$ cat src/rtl/rv_pkg.sv
// Shared register-file definitions used by the writeback scheduler and its arbiter.
package rv_pkg;
    localparam int REG_ADDR_W = 5;
    localparam int XLEN       = 32;
    typedef logic [REG_ADDR_W-1:0] reg_addr_t;
endpackage

$ cat src/rtl/rr_arbiter.sv
// Round-robin arbiter: the search starts at ptr, wraps at N-1 -> 0, and grants the first active request.
module rr_arbiter #(
    parameter  int N  = 3,
    localparam int IW = (N > 1) ? $clog2(N) : 1
) (
    input  logic [N-1:0]  req,
    input  logic [IW-1:0] ptr,
    output logic [N-1:0]  gnt,
    output logic [IW-1:0] gnt_idx,
    output logic          gnt_valid
);
    int idx;

    always_comb begin
        gnt       = '0;
        gnt_idx   = '0;
        gnt_valid = 1'b0;
        idx       = 0;
        for (int k = 0; k < N; k++) begin
            idx = int'(ptr) + k;
            if (idx >= N) idx = idx - N;
            if (!gnt_valid && req[idx]) begin
                gnt[idx]  = 1'b1;
                gnt_idx   = IW'(idx);
                gnt_valid = 1'b1;
            end
        end
    end
endmodule

$ cat src/rtl/regfile_wb_scheduler.sv
// Arbitrates the single register-file write port among writeback sources and tracks
// per-register busy bits so decode can detect RAW/WAW hazards.
module regfile_wb_scheduler
    import rv_pkg::*;
#(
    parameter int NUM_REQ = 3,
    parameter int XLEN    = rv_pkg::XLEN,
    parameter int NREG    = 32
) (
    input  logic                         clk,
    input  logic                         rst,
    input  logic [NUM_REQ-1:0]           req_valid,
    output logic [NUM_REQ-1:0]           req_ready,
    input  logic [NUM_REQ*REG_ADDR_W-1:0] req_addr,
    input  logic [NUM_REQ*XLEN-1:0]      req_data,
    output logic                         rf_write,
    output logic [REG_ADDR_W-1:0]        rf_rd_addr,
    output logic [XLEN-1:0]              rf_rd,
    input  logic                         issue_valid,
    input  logic [REG_ADDR_W-1:0]        issue_rd,
    output logic                         issue_ready,
    input  logic [REG_ADDR_W-1:0]        rs1_addr,
    input  logic [REG_ADDR_W-1:0]        rs2_addr,
    output logic                         raw_hazard
);
    localparam int IW = (NUM_REQ > 1) ? $clog2(NUM_REQ) : 1;

    logic [IW-1:0]      rr_ptr_reg, rr_ptr_next;
    logic [NREG-1:0]    busy_reg, busy_next;
    logic [NUM_REQ-1:0] arb_gnt;
    logic [IW-1:0]      gnt_idx;
    logic               arb_valid;
    logic               gnt_valid;
    reg_addr_t          addr_arr [NUM_REQ];
    logic [XLEN-1:0]    data_arr [NUM_REQ];

    genvar gi;
    generate
        for (gi = 0; gi < NUM_REQ; gi++) begin : g_slice
            assign addr_arr[gi] = req_addr[REG_ADDR_W*gi +: REG_ADDR_W];
            assign data_arr[gi] = req_data[XLEN*gi +: XLEN];
        end
    endgenerate

    rr_arbiter #(.N(NUM_REQ)) u_arb (
        .req       (req_valid),
        .ptr       (rr_ptr_reg),
        .gnt       (arb_gnt),
        .gnt_idx   (gnt_idx),
        .gnt_valid (arb_valid)
    );

    // Reset dominates: no handshake and no write may complete while rst is high.
    assign gnt_valid  = arb_valid & ~rst;
    assign req_ready  = gnt_valid ? arb_gnt : '0;
    assign rf_rd_addr = gnt_valid ? addr_arr[gnt_idx] : '0;
    assign rf_rd      = gnt_valid ? data_arr[gnt_idx] : '0;
    assign rf_write   = gnt_valid & (rf_rd_addr != '0);

    assign issue_ready = rst | (issue_rd == '0) | ~busy_reg[issue_rd];
    assign raw_hazard  = ~rst & (((rs1_addr != '0) & busy_reg[rs1_addr]) |
                                 ((rs2_addr != '0) & busy_reg[rs2_addr]));

    always_comb begin
        rr_ptr_next = rr_ptr_reg;
        if (gnt_valid)
            rr_ptr_next = (gnt_idx == IW'(NUM_REQ - 1)) ? '0 : IW'(gnt_idx + 1'b1);
    end

    // Clear first so a same-cycle issue to the register being written leaves it busy.
    always_comb begin
        busy_next = busy_reg;
        if (rf_write)
            busy_next[rf_rd_addr] = 1'b0;
        if (issue_valid && issue_ready && issue_rd != '0)
            busy_next[issue_rd] = 1'b1;
        busy_next[0] = 1'b0;
    end

    always_ff @(posedge clk) begin
        if (rst) begin
            rr_ptr_reg <= '0;
            busy_reg   <= '0;
        end else begin
            rr_ptr_reg <= rr_ptr_next;
            busy_reg   <= busy_next;
        end
    end
endmodule

$ cat config.mk
export PLATFORM = sky130hd
export DESIGN_NAME = regfile_wb_scheduler
export DESIGN_NICKNAME = d
export VERILOG_FILES = /design/src/rtl/rv_pkg.sv /design/src/rtl/rr_arbiter.sv /design/src/rtl/regfile_wb_scheduler.sv
export SDC_FILE = /design/constraint.sdc
export NUM_CORES = 1
export LEC_CHECK = 0
export BUFFER_PORTS_ARGS = -buffer_cell sky130_fd_sc_hd__buf_2
export CELL_PAD_IN_SITES_DETAIL_PLACEMENT = 0
export CELL_PAD_IN_SITES_GLOBAL_PLACEMENT = 1
export CORE_UTILIZATION = 30
export DETAILED_ROUTE_END_ITERATION = 8
export HOLD_SLACK_MARGIN = 0.06
export MAX_ROUTING_LAYER = met4
export PLACE_DENSITY_LB_ADDON = 0.1
export REMOVE_ABC_BUFFERS = 1
export SKIP_CTS_REPAIR_TIMING = 1
export SLEW_MARGIN = 20
export SYNTH_ARGS = -nofsm -noshare
export SYNTH_HDL_FRONTEND = slang
export SYNTH_HIERARCHICAL = 1
export SYNTH_SLANG_ARGS = --single-unit
$ cat constraint.sdc
create_clock -name clk -period 6 [get_ports clk]
set_clock_uncertainty 0.15 [all_clocks]
set_input_delay 0.6 -clock clk [delete_from_list [all_inputs] [get_ports clk]]
set_output_delay 0.6 -clock clk [all_outputs]
set_load 0.01 [all_outputs]
Word-level counts from Yosys, hierarchy flattened
Cells that the tools add are included.
Widths: inputs -> output; s select.
{"block": "word_totals", "latch_bits": 0, "mem_bits_ro": 0, "input_bits": 132, "word_cells": 107, "ramBits": 0, "out_inout_bits": 43, "memories": 0, "regBits": 34}
{"block": "classes", "div_mod_pow": 0, "order_cmp": 16, "bitwise": 16, "eq_ne": 1, "addsub": 6, "shifts": 0, "n_mul": 0, "mux": 49, "n_reduce_logical": 16}
{"op": "$mux 32", "n": 8}
{"op": "$ge 32x1->1 const B", "n": 3}
{"op": "$lt 32x4->1 const B", "n": 3}
{"op": "$bmux 32 s2", "n": 1}
{"op": "$ge 32x3->1 const B", "n": 2}
{"op": "$sub 32x3->32 const B", "n": 2}
{"op": "$and 32x32->32", "n": 1}
{"op": "$not 32->32", "n": 1}
{"op": "$or 32x32->32", "n": 1}
{"op": "$lt 5x6->1 const B", "n": 4}
{"op": "$reduce_bool 5->1", "n": 4}
{"op": "$mux 1", "n": 17}
{"op": "$bmux 1 s5", "n": 3}
{"op": "$mux 5", "n": 3}
{"op": "$mux 3", "n": 4}
{"op": "$bmux 5 s2", "n": 1}
{"op": "$demux 1 s5", "n": 2}
{"op": "$ge 5x1->1 const B", "n": 2}
{"op": "$logic_and 1x1->1", "n": 9}
{"op": "$mux 2", "n": 4}
{"op": "$bmux 1 s2", "n": 3}
{"op": "$demux 1 s2", "n": 3}
{"op": "$or 3x3->3", "n": 2}
{"op": "$and 1x1->1", "n": 5}
{"op": "other kinds (12)", "n": 16}

Longest topological paths before layout
{"block": "depth", "ltp_word": 26, "mapped_depth": 14, "ltp_nobuf": 11}

By module
The synthesis kept the hierarchy.
{"mod": "regfile_wb_scheduler", "cells_per_inst": 433, "instances": 1, "area_each_um2": 3311.9}
{"mod": "rr_arbiter", "cells_per_inst": 52, "instances": 1, "area_each_um2": 381.6}

Least setup slack after synthesis
No wires, ideal clock.
{"block": "synth_timing", "kind": "reg2out", "startpoint": "register rr_ptr_reg[0]", "endpoint": "output rf_write", "arrival_time_ns": 2.798, "stages_incl_launch_ff": 12, "path_slack_ns": 2.452, "path_cell_list": "dfxtp_1 -> inv_1 -> ha_1 -> buf_2 -> nor2_1 -> o32a_1 -> a21oi_1 -> nor2b_1 -> clkbuf_1 -> a2bb2oi_1 -> a21oi_1 -> or2_2"}
{"block": "synth_between", "elab_chain_cells": 19}
{"element": "start: declaration", "line_no": "regfile_wb_scheduler.sv:28", "source": "logic [IW-1:0] rr_ptr_reg, rr_ptr_next;"}
{"element": "start signal: assignment", "line_no": "regfile_wb_scheduler.sv:85", "source": "rr_ptr_reg <= rr_ptr_next;"}
{"element": "parallel branches: the longest is 11 deep, another holds $sub 32x3->32"}
{"element": "$mux 2 *", "line_no": "rr_arbiter.sv:22", "source": "if (!gnt_valid && req[idx]) begin"}
{"element": "via gnt_idx[0]", "line_no": "regfile_wb_scheduler.sv:31", "source": "logic [IW-1:0] gnt_idx;"}
{"element": "$not 2->3 (not written as such) *", "line_no": "regfile_wb_scheduler.sv:56", "source": "assign rf_rd_addr = gnt_valid ? addr_arr[gnt_idx] : '0;"}
{"element": "$bmux 5 s2 *", "line_no": "regfile_wb_scheduler.sv:56"}
{"element": "$mux 5 (not written as such) * (2 in a row)", "line_no": "regfile_wb_scheduler.sv:56"}
{"element": "$mux 5 *", "line_no": "regfile_wb_scheduler.sv:56"}
{"element": "$reduce_bool 5->1 *", "line_no": "regfile_wb_scheduler.sv:58", "source": "assign rf_write = gnt_valid & (rf_rd_addr != '0);"}
{"element": "$and 1x1->1 *", "line_no": "regfile_wb_scheduler.sv:58"}
{"element": "end: declaration", "line_no": "regfile_wb_scheduler.sv:16", "source": "output logic rf_write,"}
Mark *: on every way through the listed nets, which the timed path passes. The select of a mux whose other input is x is not followed.

Worst setup path after layout
Same ends and word-level chain as after synthesis.

==> results.toml <==
[placement]
portBuffers = 174
post_dp_cell_area_sq_um = 4610
pre_cts_ws_ns = 1.16
hpwl_mm = 10.8
place_inst = 769
gp_congestion = 0.898

[worst_setup_path]
arrival_ns = 4.39
critPathTopFamily = "compound AO/OA/AOI/OAI gates"
start_kind = "register"
required_ns = 5.25
crit_path_max_fanout = 42
worst-path-buf-inv = 4
cp_slowest_cell = "nor2b_4"
cp_cell_sequence = "inv_1 -> ha_1 -> inv_1 -> a21oi_1 -> o211ai_1 -> a21oi_4 -> buf_4 -> nor2b_4 -> a2bb2oi_1 -> a21oi_1 -> or2_2 -> buf_2"
critPathCaptureType = "primary output"
max_stage_delay_ns = 0.85
crit_type = "reg -> out"

[sta]
finalHoldViolations = 0
setup_viol = 0
fin_ws_ns = 0.865
hold-worst-slack_ns = 0.349
finalCriticalPeriod_ns = 5.14
max_freq_ghz = 0.195
maxSlewHeadroom_pct = 24.6
worstMarginPinSlew_ns = 1.13
maxSlewViolCount = 0
tns_ns = 0
rsz0062_at_grt = "false"
finalCritPeriodShare_pct = 85.6

[logic_synthesis]
synth_top_area_share_pct = 17.9
synth-edff-count = 0
synth_top_area_cell = "dfxtp_1"
syn_area_sq_um = 3690
synthFlopType = "dfxtp_1"
async_flop_share_pct = 0
postSynthAreaPerCell_sq_um = 7.62
post_synth_num_cell_types = 60
ys_seq_area_share_pct = 17.9
synth-seq-cells = 33
yosys_warnings = 6
yosys-top-cells-area = "dfxtp_1 (18%), mux2i_1 (14%), nor2_1 (8.0%)"
synthCells = 485

[cts]
cts_made_buffers = 5
cts_tree = "built"
clk_pin_slew_ns = 0.05
cts_root_buffer = "clkbuf_16"
insertion_delay_ns = 0.28
clock-sinks = 33
cts_max_path_buffers = 2
h-tree-depth = 2

[final_layout]
nets = 765
fillers = 1294
final_util_pct = 39.5
largest_register_ffs = 31
diodes = 0
instances_no_fill = 777
multi_input_area_sq_um = 2810
ff_latch_area_sq_um = 661
drive_gt1_share_pct = 34.6
syn_to_final_growth_pct = 28.5
final_common_cell = "buf_2"
mostFrequentLayoutCells = "buf_2 (174), nor2_1 (78), mux2i_1 (53)"
final_area_sq_um = 4750

[power_and_ir_drop]
comb_power_share_pct = 69.5
p_int_mw = 0.803
ir_drop_mv = 0.183
p_sw_mw = 0.784
seq_power_share_pct = 15.0
power.total_mw = 1.59
p_leak_nw = 2.02
swShare_pct = 49.4
clkPwrFrac_pct = 15.5
powerDensity_nw_per_um2 = 334

[run_status]
outcome = "complete, no violations"

[detailed_routing]
finalWirelength_mm = 13.9
wl_per_cell_um = 17.9
first_iter_violations = 217
dr.pass1.iters = 4
via_count = 4334
via_per_inst = 5.58
drcViolationCount = 0
ant_nets = 0

[min_path]
worstHoldPathType = "reg -> reg"

[die]
core_area_sq_um = 12000
die_x_um = 113
die_h_um = 113
start_util_pct = 30.7
pin_count = 175
die-area_sq_um = 12800
rows = 40

[global_route]
grt_pass1_vias = 4188
grt_overflow = 0
grt_max_degree = 43
antenna_found_initial = 0
grt_pass1_wl_mm = 21.6
grtUsageTotal_pct = 22.0

[flow_run]
cap_violations = 0
-- path summary, 6_finish.rpt --
path,from,endpoint,slack [ns],cells after the start
worst max-delay path,rr_ptr_reg[0],rf_write,0.86,12
worst min-delay path,busy_reg[3],busy_reg[3],0.35,2
worst max register to register,rr_ptr_reg[0],busy_reg[30],1.51,12
worst min register to register,busy_reg[3],busy_reg[3],0.35,2
-- layer usage --
| layer | vias to the layer above | wire length [um] | GRT usage (%) |
|---|---|---|---|
| met5 | - | 0 | - |
| met4 | 0 | 318 | 7.11 |
| met3 | 24 | 651 | 2.41 |
| met2 | 176 | 7010 | 38.4 |
| met1 | 2033 | 5910 | 26.6 |
| li1 | 2101 | - | - |
-- worst min-delay path, cell delays in order, from the launching register on --
cell,delay (ns)
dfxtp_1,0.33
inv_1,0.06
o22ai_1,0.05
-- cell type report --
cell class / count / share of cell area (%)
Tap cell: 147 / 3.88
Sequential cell: 33 / 13.9
Timing Repair Buffer: 178 / 19.0
Clock inverter: 2 / 0.211
Multi-Input combinational cell: 397 / 59.2
Clock buffer: 6 / 2.72
Inverter: 14 / 1.11
-- logic make-up after synthesis --
kind of cell,count (synthesis),share of synthesized area [%]
mux,77,26.4
simple gates,174,22.3
fa+ha+maj,4,1.36
buf+inv,55,6.77
flops,33,17.9
compound gates,142,25.3
-- cell usage after synthesis (6+ instances only) --
master and count:
inv_1 13, mux2_2 9, mux2i_1 53, o21ai_0 18, clkbuf_1 26, nor2_1 79
o22ai_1 6, nand3_1 13, buf_1 7, o211ai_1 26, nor2b_1 7, nor3b_1 6
a21oi_1 46, mux4_2 12, dfxtp_1 33, nand2_1 31
-- power by group through the flow --
stage               logic, mW  registers, mW  clock network (mW)
floorplan               0.748          0.239                   0
global placement         1.10          0.242                   0
detailed placement       1.11          0.243                   0
CTS                      1.11          0.238               0.248
global route             1.22          0.239               0.260
finish                   1.10          0.238               0.246
(Power assumes the default switching activity.)
